## src/rtl/code_lock.sv

```systemverilog
// Digit-entry code lock with lockout after repeated failures and in-place
// reprogramming while open. The first digit entered sits in the LSBs of the code.
module code_lock #(
  parameter int unsigned                  DIGIT_W      = 4,
  parameter int unsigned                  CODE_LEN     = 4,
  parameter logic [DIGIT_W*CODE_LEN-1:0]  DEFAULT_CODE = {4'd1, 4'd0, 4'd1, 4'd1},
  parameter int unsigned                  MAX_FAIL     = 3,
  parameter int unsigned                  OPEN_CYC     = 8,
  parameter int unsigned                  LOCKOUT_CYC  = 16
) (
  input  logic                            clk,
  input  logic                            rst,
  input  logic                            digit_valid,
  input  logic [DIGIT_W-1:0]              digit,
  input  logic                            clear,
  input  logic                            prog_req,
  output logic                            unlock,
  output logic                            alarm,
  output logic                            prog_mode,
  output logic [$clog2(CODE_LEN+1)-1:0]   entry_cnt,
  output logic [$clog2(MAX_FAIL+1)-1:0]   fail_cnt
);

  localparam int unsigned CW   = $clog2(CODE_LEN + 1);
  localparam int unsigned FW   = $clog2(MAX_FAIL + 1);
  localparam int unsigned TMAX = (OPEN_CYC > LOCKOUT_CYC) ? OPEN_CYC : LOCKOUT_CYC;
  localparam int unsigned TW   = $clog2(TMAX + 1);
  localparam int unsigned KW   = DIGIT_W * CODE_LEN;

  typedef enum logic [1:0] {StEntry, StOpen, StLockout, StProg} state_e;

  state_e          state_q, state_d;
  logic [KW-1:0]   code_q, code_d;
  // Digit buffer: holds the attempt in ENTRY and acts as the shadow code in PROG.
  logic [KW-1:0]   buf_q, buf_d;
  logic [KW-1:0]   cand;
  logic [CW-1:0]   entry_cnt_q, entry_cnt_d;
  logic [FW-1:0]   fail_q, fail_d;
  logic [TW-1:0]   timer_q, timer_d;
  logic            unlock_q, alarm_q, prog_mode_q;
  logic            last_digit;

  // Candidate word: buffered digits with the incoming digit dropped into its slot.
  always_comb begin
    cand = buf_q;
    for (int i = 0; i < int'(CODE_LEN); i++) begin
      if (entry_cnt_q == CW'(i)) cand[i*DIGIT_W +: DIGIT_W] = digit;
    end
  end

  assign last_digit = (entry_cnt_q == CW'(CODE_LEN - 1));

  // Next-state logic for the FSM, counters, timer and code register.
  always_comb begin
    state_d     = state_q;
    code_d      = code_q;
    buf_d       = buf_q;
    entry_cnt_d = entry_cnt_q;
    fail_d      = fail_q;
    timer_d     = timer_q;
    case (state_q)
      StEntry: begin
        if (clear) begin
          entry_cnt_d = '0;
        end else if (digit_valid) begin
          if (last_digit) begin
            entry_cnt_d = '0;
            if (cand == code_q) begin
              state_d = StOpen;
              fail_d  = '0;
              timer_d = TW'(OPEN_CYC - 1);
            end else if (fail_q == FW'(MAX_FAIL - 1)) begin
              state_d = StLockout;
              fail_d  = FW'(MAX_FAIL);
              timer_d = TW'(LOCKOUT_CYC - 1);
            end else begin
              fail_d = fail_q + FW'(1);
            end
          end else begin
            buf_d       = cand;
            entry_cnt_d = entry_cnt_q + CW'(1);
          end
        end
      end
      StOpen: begin
        // prog_req is checked ahead of expiry so the final open cycle still honours it.
        if (prog_req) begin
          state_d = StProg;
        end else if (timer_q == '0) begin
          state_d = StEntry;
        end else begin
          timer_d = timer_q - TW'(1);
        end
      end
      StLockout: begin
        if (timer_q == '0) begin
          state_d = StEntry;
          fail_d  = '0;
        end else begin
          timer_d = timer_q - TW'(1);
        end
      end
      StProg: begin
        if (clear) begin
          state_d     = StEntry;
          entry_cnt_d = '0;
        end else if (digit_valid) begin
          if (last_digit) begin
            code_d      = cand;
            state_d     = StEntry;
            entry_cnt_d = '0;
          end else begin
            buf_d       = cand;
            entry_cnt_d = entry_cnt_q + CW'(1);
          end
        end
      end
      default: state_d = StEntry;
    endcase
  end

  // State registers with synchronous active-low reset; outputs decoded from next state.
  always_ff @(posedge clk) begin
    if (!rst) begin
      state_q     <= StEntry;
      code_q      <= DEFAULT_CODE;
      buf_q       <= '0;
      entry_cnt_q <= '0;
      fail_q      <= '0;
      timer_q     <= '0;
      unlock_q    <= 1'b0;
      alarm_q     <= 1'b0;
      prog_mode_q <= 1'b0;
    end else begin
      state_q     <= state_d;
      code_q      <= code_d;
      buf_q       <= buf_d;
      entry_cnt_q <= entry_cnt_d;
      fail_q      <= fail_d;
      timer_q     <= timer_d;
      unlock_q    <= (state_d == StOpen);
      alarm_q     <= (state_d == StLockout);
      prog_mode_q <= (state_d == StProg);
    end
  end

  assign unlock    = unlock_q;
  assign alarm     = alarm_q;
  assign prog_mode = prog_mode_q;
  assign entry_cnt = entry_cnt_q;
  assign fail_cnt  = fail_q;

endmodule

```

## config.mk

```make
export PLATFORM = sky130hd
export DESIGN_NAME = code_lock
export DESIGN_NICKNAME = d
export VERILOG_FILES = /design/src/rtl/code_lock.sv
export SDC_FILE = /design/constraint.sdc
export NUM_CORES = 1
export LEC_CHECK = 0
export BUFFER_PORTS_ARGS = -buffer_cell sky130_fd_sc_hd__buf_2
export CORE_UTILIZATION = 39
export CTS_BUF_LIST = sky130_fd_sc_hd__clkbuf_4
export DETAILED_ROUTE_END_ITERATION = 7
export GPL_ROUTABILITY_DRIVEN = 0
export PLACE_DENSITY = 0.57
export SYNTH_ARGS = -nofsm -noshare
export SYNTH_HDL_FRONTEND = slang
export SYNTH_SLANG_ARGS = --single-unit
```

## constraint.sdc

```tcl
create_clock -name clk -period 6.06 [get_ports clk]
set_clock_uncertainty 0.05 [all_clocks]
set_input_delay 1.212 -clock clk [delete_from_list [all_inputs] [get_ports clk]]
set_output_delay 1.212 -clock clk [all_outputs]
set_load 0.03 [all_outputs]
```

* Word level (Yosys, flattened, before mapping)
Cells that the tools add are included.
** Word-level totals
- Register bits after elaboration :: 47
- Output and inout bits :: 8
- Logic and storage cells :: 76
** Operators by class
- Equality and inequality tests :: 17
- Reduce and logical (&&, ||, !) cells :: 12
- Add/sub/neg operators :: 3
- Mux-type cells :: 33
- Bitwise logic cells :: 2
** Operators by type and width (number)
- 5-bit two-way mux :: 7
- 2-bit two-way mux :: 16
- 16-bit equality test :: 1
- 4-bit two-way mux :: 4
- 5-bit one-hot mux with 3 select lines :: 1
- 2-bit equality test (second input constant) :: 5
- 2-bit != test (second input constant) :: 5
- 3-bit two-way mux :: 3
- 2-bit one-hot mux with 4 select lines :: 1
- 4-bit AND reduction :: 2
- 3-bit by 2-bit equality test with 1-bit output (second input constant) :: 2
- 6-bit AND reduction :: 1
- 5-bit logical NOT :: 1
- 5-bit AND reduction :: 1
- 5-bit by 1-bit subtractor with 5-bit output (second input constant) :: 1
- 2-bit by 1-bit equality test with 1-bit output (second input constant) :: 2
- 2-bit one-hot mux with 2 select lines :: 1
- 2-bit nonzero test :: 2
- 3-bit by 1-bit adder with 3-bit output (second input constant) :: 1
- 3-bit by 1-bit equality test with 1-bit output (second input constant) :: 1
- 3-bit logical NOT :: 1
- 3-bit != test (second input constant) :: 1
- 3-bit nonzero test :: 1
- 2-bit by 1-bit adder with 2-bit output (second input constant) :: 1
- other kinds (4) :: 5

* Depth between registers and ports, before layout
Gate-level depths: netlist (run 1).
- Depth in word-level cells :: 9
- Gate-level depth with buffers :: 10

* Least setup slack after synthesis (run 1)
Ideal clock, no wire load.
- Kind :: in2reg
- From :: input digit[2]
- To :: register alarm_q, in the netlist alarm
- Required time :: 5.894 ns
- Setup slack :: 3.152 ns
- Stages :: 7
- Library setup time :: 0.116 ns
- Arrival time :: 2.742 ns
- Cell sequence :: buf_2 -> xor2_1 -> a2111oi_4 -> nand4_2 -> nor3_2 -> nand3_1 -> and4_1
** On the way
- Cells in the longest elaborated chain, start to end :: 8
** RTL lines
- start: declaration :: RTL line 14 : input logic [DIGIT_W-1:0] digit,
- 4-bit two-way mux :: RTL line 47 : if (entry_cnt_q == CW'(i)) cand[i*DIGIT_W +: DIGIT_W] = digit;
- 16-bit equality test (*) :: RTL line 68 : if (cand == code_q) begin
- 2-bit two-way mux (*) :: RTL line 68
- 2-bit two-way mux (*) :: RTL line 66 : if (last_digit) begin
- 2-bit two-way mux (*) :: RTL line 65 : end else if (digit_valid) begin
- 2-bit two-way mux (*) :: RTL line 63 : if (clear) begin
- 2-bit one-hot mux with 4 select lines (*) :: RTL line 61 : case (state_q)
- 2-bit equality test (*) :: RTL line 142 : alarm_q <= (state_d == StLockout);
- end signal: assignment :: RTL line 142
- end: declaration :: RTL line 40 : logic unlock_q, alarm_q, prog_mode_q;
Mark *: on every way between the ends. The rest lies on a longest branch, timed or not.
A chain may end at the register's enable or synchronous reset.

* Final worst setup path (run 1)
- From :: register entry_cnt_q[0], in the netlist entry_cnt[0]
- To :: register alarm_q, in the netlist alarm
** On the way
- Cells in the longest elaborated chain, start to end :: 9
** RTL lines
- start: declaration :: RTL line 37 : logic [CW-1:0] entry_cnt_q, entry_cnt_d;
- start signal: assignment :: RTL line 138 : entry_cnt_q <= entry_cnt_d;
- 3-bit by 1-bit equality test with 1-bit output (tied with other cells) :: RTL line 47
- 4-bit two-way mux :: RTL line 47
- 16-bit equality test :: RTL line 68
- 2-bit two-way mux :: RTL line 68
- 2-bit two-way mux :: RTL line 66
- 2-bit two-way mux :: RTL line 65
- 2-bit two-way mux :: RTL line 63
- 2-bit one-hot mux with 4 select lines (*) :: RTL line 61
- 2-bit equality test (*) :: RTL line 142
Marked as above.

==> results of run 1 <==
-- synth_stat cells, types with 2 or more instances --
master      n
o2111ai_1   3
o22ai_1     7
nor2b_1     5
nor3b_1     3
buf_2       5
o211ai_1    2
o21ai_0     6
a31o_2      2
a21oi_1    20
o221a_2     2
xor2_1      9
nand3_1     5
clkbuf_1    9
ha_1       10
nand2_1    29
dfxtp_1    47
buf_6       3
a311oi_1    4
nor3_1      2
nor3_2      2
nor4bb_1    2
inv_1      15
and2_1      6
nor2_1     37
mux2i_1    20
xnor2_1    11
nand2b_1    4
a31oi_1     3
a211oi_1    8
-- layout make-up --
cell class | instances | area (sq um)
well taps | 77 | 96.3
clock inverters | 1 | 5.00
inverters | 16 | 60.1
fillers | 634 | 3670
clock buffers | 7 | 52.6
repair buffers | 18 | 95.1
flip-flops and latches | 47 | 941
multi-input cells | 227 | 1580
-- final timing paths --
check                                          startpoint                 endpoint  slack [ps]  cells after the start
worst max-delay path            entry_cnt[0]$_SDFFE_PN0P_         alarm$_SDFF_PN0_        3070                      9
worst min-delay path              timer_q[4]$_SDFFE_PN0P_  timer_q[4]$_SDFFE_PN0P_         420                      2
worst max register to register  entry_cnt[0]$_SDFFE_PN0P_         alarm$_SDFF_PN0_        3070                      9
worst min register to register    timer_q[4]$_SDFFE_PN0P_  timer_q[4]$_SDFFE_PN0P_         420                      2
-- power by group --
| group | internal [W] | leakage, nW | switching, W |
|---|---|---|---|
| Combinational | 0.0000151 | 0.673 | 0.0000274 |
| Clock | 0.0000544 | 0.0361 | 0.000101 |
| Sequential | 0.000311 | 0.379 | 0.00000226 |
| Total | 0.000381 | 1.09 | 0.000131 |
-- routing by layer --
metal	global-route usage [%]	vias to the layer above	routed length, microns
met3	4.38	7	250
met5	0	-	0
met4	4.16	0	61
li1	-	1110	-
met2	27.8	39	2650
met1	26.1	1034	3100
-- cells by family after synthesis --
| family | after synthesis | synth area share, % |
|---|---|---|
| flops | 47 | 35.1 |
| compound gates | 72 | 20.3 |
| buf+inv | 34 | 5.98 |
| fa+ha+maj | 10 | 4.67 |
| mux | 20 | 7.47 |
| simple gates | 105 | 19.9 |
| xor+xnor | 20 | 6.54 |
-- tightest hold or removal path: stages (launching register included) --
cell     delay, ps
dfxtp_1        350
nand2_1         60
a21oi_1         30
-- registers in the layout, indices dropped and copies added (netlist names) --
signal and flops:
entry_cnt 3, alarm 1, unlock 1, fail_cnt 2
code_q 16, state_q 2, prog_mode 1, buf_q 16
timer_q 5
-- stage by stage --
step | hold slack (ps) | std cells | setup slack [ps] | util [%] | cell area [sq um]
floorplan | 372 | 308 | 3150 | - | 2680
global placement | 393 | 385 | 2860 | 42.7 | 2770
detailed placement | 393 | 385 | 2770 | 42.7 | 2770
CTS | 411 | 393 | 3090 | 43.5 | 2830
global route | 449 | 393 | 2870 | 43.5 | 2830
finish | 415 | 393 | 3070 | 43.5 | 2830
==> results by group, run 1 <==
Clock tree
  • Root Buffer Master: clkbuf_4
  • Clock sink count: 47
  • Post-CTS setup buffer count: 0
  • Worst-Skew Late Latency: between 300 and 400 ps
  • CTS resizes: 0
  • Clock transition at path regs: 130 ps
  • CTS H-tree depth: 2
  • CTS Hold Bufs: 0
  • CTS Buf Count: 5
  • Clock tree buffer depth: 2
  • Clock tree from TritonCTS: done

Synthesis
  • Sequential cell area fraction in the yosys report: between 30% and 40%
  • Syn Std Cell Area: about 2700 sq um
  • Top cell type's share of synthesized area: 35.1%
  • Async SR Flop Fraction: 0%
  • Cells after Synth: 308
  • Yosys top cell by area: dfxtp_1
  • Post-synth EDFFs: 0
  • Net Count, Synth: 327
  • Synth warn: 0
  • Synth cell types: 56
  • Synth Flop Type: dfxtp_1
  • Syn_area_per_cell: approximately 8.7 sq um
  • Post-synthesis register bit count: 47
  • Synth area leaders: dfxtp_1 (35%), mux2i_1 (7.5%), nor2_1 (5.2%)

Worst setup path
  • Worst Path Arrival: roughly 3200 ps
  • Max incr delay on CP: 570 ps
  • CP endpoint kind: register
  • Startpoint types: register
  • Cell Chain, Critical Path: inv_1 > ha_1 > nor2b_1 > mux2i_1 > o221a_2 > nand4_2 > nor3_2 > nand3_1 > and4_1
  • Critical path data required time: 6280 ps
  • Crit Path Max Fanout: 9
  • Crit path kind: register to register
  • CP Buf/Inv Count: 1
  • CP delay by family, top: simple AND/OR/NAND/NOR gates
  • CP max-delay cell: nor2b_1

Die
  • Die area: 7200 sq um
  • Top-Level Pins: 17
  • Die Ht: 84.9 microns
  • Die Wd: 84.9 microns
  • Core Rows: 29
  • CORE AREA: 6490 sq um
  • Initial Util: 41.2%

Drt
  • Vias/cell: 5.57
  • DRC violations left: 2
  • Total routed wirelength: slightly above 6 mm
  • Via Count: about 2200
  • Final ANT Viol Nets: 0
  • Initial DRC count: 221
  • Initial DRT Pass Iterations: 8
  • WL per Instance: 15.4 microns

Hold path
  • Worst min-delay path category: register to register

Power and ir drop
  • Leakage power: between 1 and 1.5 nW
  • Total power: 0.000512 W
  • Pwr dens: about 180 nW/um^2
  • Peak VDD IR: 0.0668 mV

Layout
  • Fraction of layout instances using a drive strength above 1: 12.7%
  • Final nets: 334
  • Inserted Diodes: 0
  • Commonest non-fill, non-tap cells in the layout: dfxtp_1 (47), nor2_1 (37), nand2_1 (29)
  • Commonest non-fill, non-tap cell in the layout: dfxtp_1
  • Synthesis-to-finish area growth: 5.56%

Global route
  • GRT Util Overall: between 10% and 20%
  • First-pass GRT wire length: between 10 and 15 mm
  • Antenna violations before repair: 0
  • Maximum number of pins on one net before global-route repair: 25
  • Via count of the first global-routing pass: 1983
  • Overflow after GRT: 0

Timing
  • Final period utilization: 49.3%
  • Setup violators final: 0
  • Worst-margin pin slew: 686 ps
  • Final hold viol count: 0
  • Final Critical Period: 2990 ps
  • Max-slew violation count: 0
  • Maximum clock rate: 335 MHz
  • Relative slew margins: around 54%
  • TNS Setup: 0 ps
  • RSZ-0062 raised after global routing: false

Run
  • Max-cap violations: 0

Placed design
  • Placed wire-length estimate: 4.31 mm
  • I/O Buffers: 16

Run status
  • Violated checks: DRC
  • Outcome: finished with violations
Power figures use the tool's default switching activity.
==> run 2, diff against run 1 <==
--- a/config.mk
+++ b/config.mk
@@ -10,7 +10,7 @@
 export CTS_BUF_LIST = sky130_fd_sc_hd__clkbuf_4
 export DETAILED_ROUTE_END_ITERATION = 7
 export GPL_ROUTABILITY_DRIVEN = 0
-export PLACE_DENSITY = 0.57
+export PLACE_DENSITY = 0.59
 export SYNTH_ARGS = -nofsm -noshare
 export SYNTH_HDL_FRONTEND = slang
 export SYNTH_SLANG_ARGS = --single-unit
==> constraint.sdc (replaced) <==
create_clock -name clk -period 2.6 [get_ports clk]
set_clock_uncertainty 0.05 [all_clocks]
set_input_delay 0.52 -clock clk [delete_from_list [all_inputs] [get_ports clk]]
set_output_delay 0.52 -clock clk [all_outputs]
set_load 0.03 [all_outputs]
==> results by group, run 2 (synthesis results as in run 1) <==
Run status
  • Outcome: finished with violations (unchanged)
  • Violated checks: DRC (unchanged)

Timing
  • Final period utilization: 94.1% (was 49.3%)
  • Maximum clock rate: 409 MHz (was 335 MHz)
  • Hold slack: 413 ps (was 415 ps)
  • Setup violators final: 0 (unchanged)
  • Max-slew violation count: 0 (unchanged)
  • Worst-margin pin slew: 501 ps (was 686 ps)
  • Final Critical Period: 2450 ps (was 2990 ps)
  • Relative slew margins: 66.5% (was 54.2%)
  • Final hold viol count: 0 (unchanged)

Die
  • Die Wd: 84.9 microns (unchanged)
  • Die Ht: 84.9 microns (unchanged)
  • Initial Util: 41.2% (unchanged)
  • CORE AREA: 6490 sq um (unchanged)
  • Top-Level Pins: 17 (unchanged)
  • Core Rows: 29 (unchanged)
  • Die area: 7200 sq um (unchanged)

Worst setup path
  • CP delay by family, top: compound AO/OA/AOI/OAI gates (was simple AND/OR/NAND/NOR gates)
  • Reg2Reg Launch Point: entry_cnt[1]$_SDFFE_PN0P_ (was entry_cnt[0]$_SDFFE_PN0P_)
  • Max incr delay on CP: 380 ps (was 570 ps)
  • CP endpoint kind: register (unchanged)
  • Startpoint types: register (unchanged)
  • Worst Path Arrival: 2690 ps (was 3210 ps)
  • CP max-delay cell: o311ai_4 (was nor2b_1)
  • Cell Chain, Critical Path: inv_1 > ha_2 > nor2b_4 > buf_4 > mux2i_2 > o22ai_1 > a211o_1 > o311ai_4 > a21oi_1 > a311oi_1 (was inv_1 > ha_1 > nor2b_1 > mux2i_1 > o221a_2 > nand4_2 > nor3_2 > nand3_1 > and4_1)
  • Crit path kind: register to register (unchanged)
  • CP Buf/Inv Count: 2 (was 1)
  • Critical path launch point: entry_cnt[1]$_SDFFE_PN0P_ (was entry_cnt[0]$_SDFFE_PN0P_)
  • Crit Path Max Fanout: 4 (was 9)
  • Critical path data required time: 2840 ps (was 6280 ps)

Placed design
  • Placed wire-length estimate: 4.55 mm (was 4.31 mm)
  • Post-DP Area: 2880 sq um (was 2770 sq um)
  • I/O Buffers: 16 (unchanged)

Global route
  • Overflow after GRT: 0 (unchanged)
  • Maximum number of pins on one net before global-route repair: 25 (unchanged)
  • Antenna violations before repair: 0 (unchanged)
  • Via count of the first global-routing pass: 2173 (was 1983)
  • GRT Util Overall: 18.8% (was 18.2%)
  • First-pass GRT wire length: 10.6 mm (was 10.2 mm)

Drt
  • Final ANT Viol Nets: 0 (unchanged)
  • Vias/cell: 5.51 (was 5.57)
  • Total routed wirelength: 6.35 mm (was 6.06 mm)
  • DRC violations left: 3 (was 2)
  • WL per Instance: 15.5 microns (was 15.4 microns)
  • Via Count: 2258 (was 2190)
  • Initial DRT Pass Iterations: 7 (was 8)
  • Initial DRC count: 99 (was 221)

Layout
  • Biggest regs: buf_q x16, code_q x16, timer_q x5 (unchanged)
  • Fin area: 3010 sq um (was 2830 sq um)
  • Final nets: 351 (was 334)
  • Inserted Diodes: 0 (unchanged)
  • Commonest non-fill, non-tap cells in the layout: dfxtp_1 (46), nor2_1 (37), nand2_1 (29) (was dfxtp_1 (47), nor2_1 (37), nand2_1 (29))
  • Synthesis-to-finish area growth: 12.3% (was 5.56%)
  • Commonest non-fill, non-tap cell in the layout: dfxtp_1 (unchanged)
  • Fill count: 653 (was 634)
  • Fraction of layout instances using a drive strength above 1: 18.9% (was 12.7%)

Hold path
  • Worst min-delay path category: register to register (unchanged)
  • Min-delay src: timer_q[4]$_SDFFE_PN0P_ (unchanged)

Clock tree
  • Root Buffer Master: clkbuf_4 (unchanged)
  • Clock transition at path regs: 140 ps (was 130 ps)
  • CTS Buf Count: 5 (unchanged)
  • Clock sink count: 47 (unchanged)
  • Worst-Skew Late Latency: 370 ps (about the same)
  • Clock tree from TritonCTS: done (unchanged)
  • CTS H-tree depth: 2 (unchanged)
  • Clock tree buffer depth: 2 (unchanged)
  • CTS Hold Bufs: 0 (unchanged)

Power and ir drop
  • Pwr dens: 397 nW/um^2 (was 181 nW/um^2)
  • Total power: 0.00120 W (was 0.000512 W)
  • Peak VDD IR: 0.150 mV (was 0.0668 mV)
  • Leakage power: 1.18 nW (was 1.09 nW)

Run
  • Max-cap violations: 0 (unchanged)
run 2: cell type report:
type	count	area, sq um	share of cell area (%)
clock buffer	6	45.0	1.50
clock inverter	2	7.51	0.249
inverter	16	60.1	2.00
multi-input combinational	227	1640	54.3
sequential	47	942	31.3
tap	77	96.3	3.20
timing repair buffer	35	223	7.40
run 2: where the power goes:
part / internal [W] / leakage [nW] / total (W) / switching (W)
registers: 0.000725 / 0.380 / 0.000730 / 0.00000468
logic: 0.0000500 / 0.769 / 0.000123 / 0.0000728
clock network: 0.000111 / 0.0307 / 0.000343 / 0.000232
run 2: through the flow:
stage	std cells	utilization, %	worst slack [ps]	TNS [ps]
2_1_floorplan	308	-	64.2	0
6_report	410	46.3	152	0
3_5_place_dp	399	44.3	41.5	0
3_3_place_gp	399	44.3	109	0
5_1_grt	410	46.3	-13.6	-13.6
4_1_cts	407	45.1	13.7	0
run 2: metal layers:
| metal | up-vias | global-route usage, % | part of all wire (%) |
|---|---|---|---|
| met3 | 14 | 3.89 | 3.4 |
| met1 | 1061 | 25.4 | 50 |
| met5 | - | 0 | 0 |
| met2 | 45 | 29.3 | 44 |
| li1 | 1138 | - | - |
| met4 | 0 | 7.86 | 2.5 |
run 2: worst paths after layout:
kind | end | slack [ps] | cells after the start
setup reg to reg | timer_q[0]$_SDFFE_PN0P_ | 150 | 10
hold / removal | timer_q[4]$_SDFFE_PN0P_ | 410 | 2
hold reg to reg | timer_q[4]$_SDFFE_PN0P_ | 410 | 2
setup / recovery | timer_q[0]$_SDFFE_PN0P_ | 150 | 10
run 2: timing repair:
action,4_1_cts,5_1_grt
resized for setup,0,12
setup buffers,0,3
endpoints found under the setup margin,0,12
run 2: worst register-to-register path: stages, from the launching register on:
cell	delay, ps
dfxtp_1	340
inv_1	70
ha_2	180
nor2b_4	170
buf_4	150
mux2i_2	230
o22ai_1	110
a211o_1	360
o311ai_4	380
a21oi_1	110
a311oi_1	230
==> run 3, diff against run 2 <==
--- a/config.mk
+++ b/config.mk
@@ -5,9 +5,10 @@
 export SDC_FILE = /design/constraint.sdc
 export NUM_CORES = 1
 export LEC_CHECK = 0
-export BUFFER_PORTS_ARGS = -buffer_cell sky130_fd_sc_hd__buf_2
+export BUFFER_PORTS_ARGS = -buffer_cell sky130_fd_sc_hd__buf_4
 export CORE_UTILIZATION = 39
 export CTS_BUF_LIST = sky130_fd_sc_hd__clkbuf_4
+export CTS_CLUSTER_DIAMETER = 30
 export DETAILED_ROUTE_END_ITERATION = 7
 export GPL_ROUTABILITY_DRIVEN = 0
 export PLACE_DENSITY = 0.59
==> results by group, run 3 (synthesis results as in run 1) <==
Run status
  • Outcome: finished with violations (unchanged)
  • Violated checks: DRC (unchanged)

Global route
  • Maximum number of pins on one net before global-route repair: 28 (was 25)
  • Via count of the first global-routing pass: 2158 (was 2173)
  • GRT Util Overall: 18.7% (was 18.8%)
  • First-pass GRT wire length: 10.7 mm (was 10.6 mm)
  • Overflow after GRT: 0 (unchanged)
  • Antenna violations before repair: 0 (unchanged)

Layout
  • Register area: 943 sq um (was 942 sq um)
  • Final nets: 350 (was 351)
  • Final Non-Filler Cells: 409 (was 410)
  • Commonest non-fill, non-tap cell in the layout: dfxtp_1 (unchanged)
  • Commonest non-fill, non-tap cells in the layout: dfxtp_1 (45), nor2_1 (37), buf_4 (34) (was dfxtp_1 (46), nor2_1 (37), nand2_1 (29))
  • Fill count: 649 (was 653)
  • Inserted Diodes: 0 (unchanged)
  • Fraction of layout instances using a drive strength above 1: 18.4% (was 18.9%)
  • Util after Layout: 46.5% (was 46.3%)
  • Synthesis-to-finish area growth: 12.8% (was 12.3%)
  • Fin area: 3020 sq um (was 3010 sq um)
  • Biggest regs: buf_q x16, code_q x16, timer_q x5 (unchanged)
  • Area of the multi-input gates: 1610 sq um (was 1640 sq um)

Drt
  • Total routed wirelength: 6.40 mm (was 6.35 mm)
  • Final ANT Viol Nets: 0 (unchanged)
  • DRC violations left: 3 (unchanged)
  • Vias/cell: 5.54 (was 5.51)
  • Initial DRT Pass Iterations: 6 (was 7)
  • Initial DRC count: 141 (was 99)
  • WL per Instance: 15.6 microns (was 15.5 microns)
  • Via Count: 2267 (was 2258)

Placed design
  • Placed wire-length estimate: 4.70 mm (was 4.55 mm)
  • Dpl ws: -2.88 ps (was 41.5 ps)
  • I/O Buffers: 16 (unchanged)
  • Placed instance count: 399 (unchanged)
  • Post-DP Area: 2920 sq um (was 2880 sq um)

Clock tree
  • Clock sink count: 47 (unchanged)
  • Root Buffer Master: clkbuf_4 (unchanged)
  • Clock transition at path regs: 140 ps (about the same)
  • Clock tree from TritonCTS: done (unchanged)
  • CTS Buf Count: 5 (unchanged)
  • Clock tree buffer depth: 2 (unchanged)
  • Worst-Skew Late Latency: 370 ps (about the same)
  • CTS H-tree depth: 2 (unchanged)
  • CTS Hold Bufs: 0 (unchanged)

Timing
  • Final period utilization: 95.2% (was 94.1%)
  • Final hold viol count: 0 (unchanged)
  • Maximum clock rate: 404 MHz (was 409 MHz)
  • Worst-margin pin slew: 445 ps (was 501 ps)
  • Worst setup margin: 126 ps (was 152 ps)
  • Final Critical Period: 2470 ps (was 2450 ps)
  • TNS Setup: 0 ps (unchanged)
  • Relative slew margins: 69.9% (was 66.5%)
  • Max-slew violation count: 0 (unchanged)
  • Setup violators final: 0 (unchanged)

Worst setup path
  • Critical path data required time: 2800 ps (was 2840 ps)
  • Worst Path Arrival: 2670 ps (was 2690 ps)
  • Startpoint types: register (unchanged)
  • Crit Path Max Fanout: 7 (was 4)
  • Crit path kind: register to register (unchanged)
  • CP endpoint kind: register (unchanged)

Die
  • Die Wd: 84.9 microns (unchanged)
  • CORE AREA: 6490 sq um (unchanged)
  • Top-Level Pins: 17 (unchanged)
  • Initial Util: 41.2% (unchanged)
  • Core Rows: 29 (unchanged)
  • Die Ht: 84.9 microns (unchanged)
  • Die area: 7200 sq um (unchanged)

Hold path
  • Worst min-delay path category: input pin to register (was register to register)

Power and ir drop
  • Pwr dens: 396 nW/um^2 (was 397 nW/um^2)
  • Peak VDD IR: 0.140 mV (was 0.150 mV)
  • Leakage power: 1.19 nW (was 1.18 nW)

Run
  • Max-cap violations: 0 (unchanged)
run 3: routing by layer:
layer / vias to the layer above / GRT usage, % / share of wire (%)
li1: 1134 / - / -
met1: 1077 / 26.2 / 50
met2: 44 / 28.5 / 44
met3: 12 / 3.70 / 3.7
met4: 0 / 6.63 / 1.9
met5: - / 0 / 0
run 3: area by class of cell:
type	instances	area share [%]
multi-input combinational	227	53.4
inverter	16	1.99
tap	77	3.19
clock inverter	2	0.249
sequential	47	31.2
timing repair buffer	34	8.45
clock buffer	6	1.49
run 3: where the power goes:
group	total (W)	internal, W	switching, W
clock	0.000348	0.000111	0.000237
combinational	0.000117	0.0000494	0.0000677
sequential	0.000731	0.000726	0.00000497
total	0.00120	0.000886	0.000310
run 3: worst paths after layout:
kind / startpoint / endpoint / slack, ps / cells past startpoint
max: entry_cnt[1]$_SDFFE_PN0P_ / timer_q[1]$_SDFFE_PN0P_ / 130 / 9
min: rst / code_q[12]$_SDFFE_PN1P_ / 390 / 2
max reg2reg: entry_cnt[1]$_SDFFE_PN0P_ / timer_q[1]$_SDFFE_PN0P_ / 130 / 9
min reg2reg: timer_q[4]$_SDFFE_PN0P_ / timer_q[4]$_SDFFE_PN0P_ / 420 / 2
run 3: through the flow:
step	power [W]	hold slack, ps
after floorplan	0.000821	372
final	0.00120	389
after CTS	0.00121	378
after global placement	0.000858	395
after detailed placement	0.000858	398
after global routing	0.00126	374
run 3: timing repair:
action / in CTS / in global routing
endpoints found under the setup margin: 3 / 9
resized for setup: 2 / 8
pin swaps: 0 / 7
hold endpoints to repair: 0 / 0
setup buffers: 0 / 2
run 3: worst max-delay path: stages, from the launching register on:
cell and delay (ps):
dfxtp_2 370, inv_1 80, ha_1 160, nor2b_4 260
mux2i_2 280, o22ai_1 110, a211o_1 360, o311ai_4 360
and2_4 220, a311oi_1 80
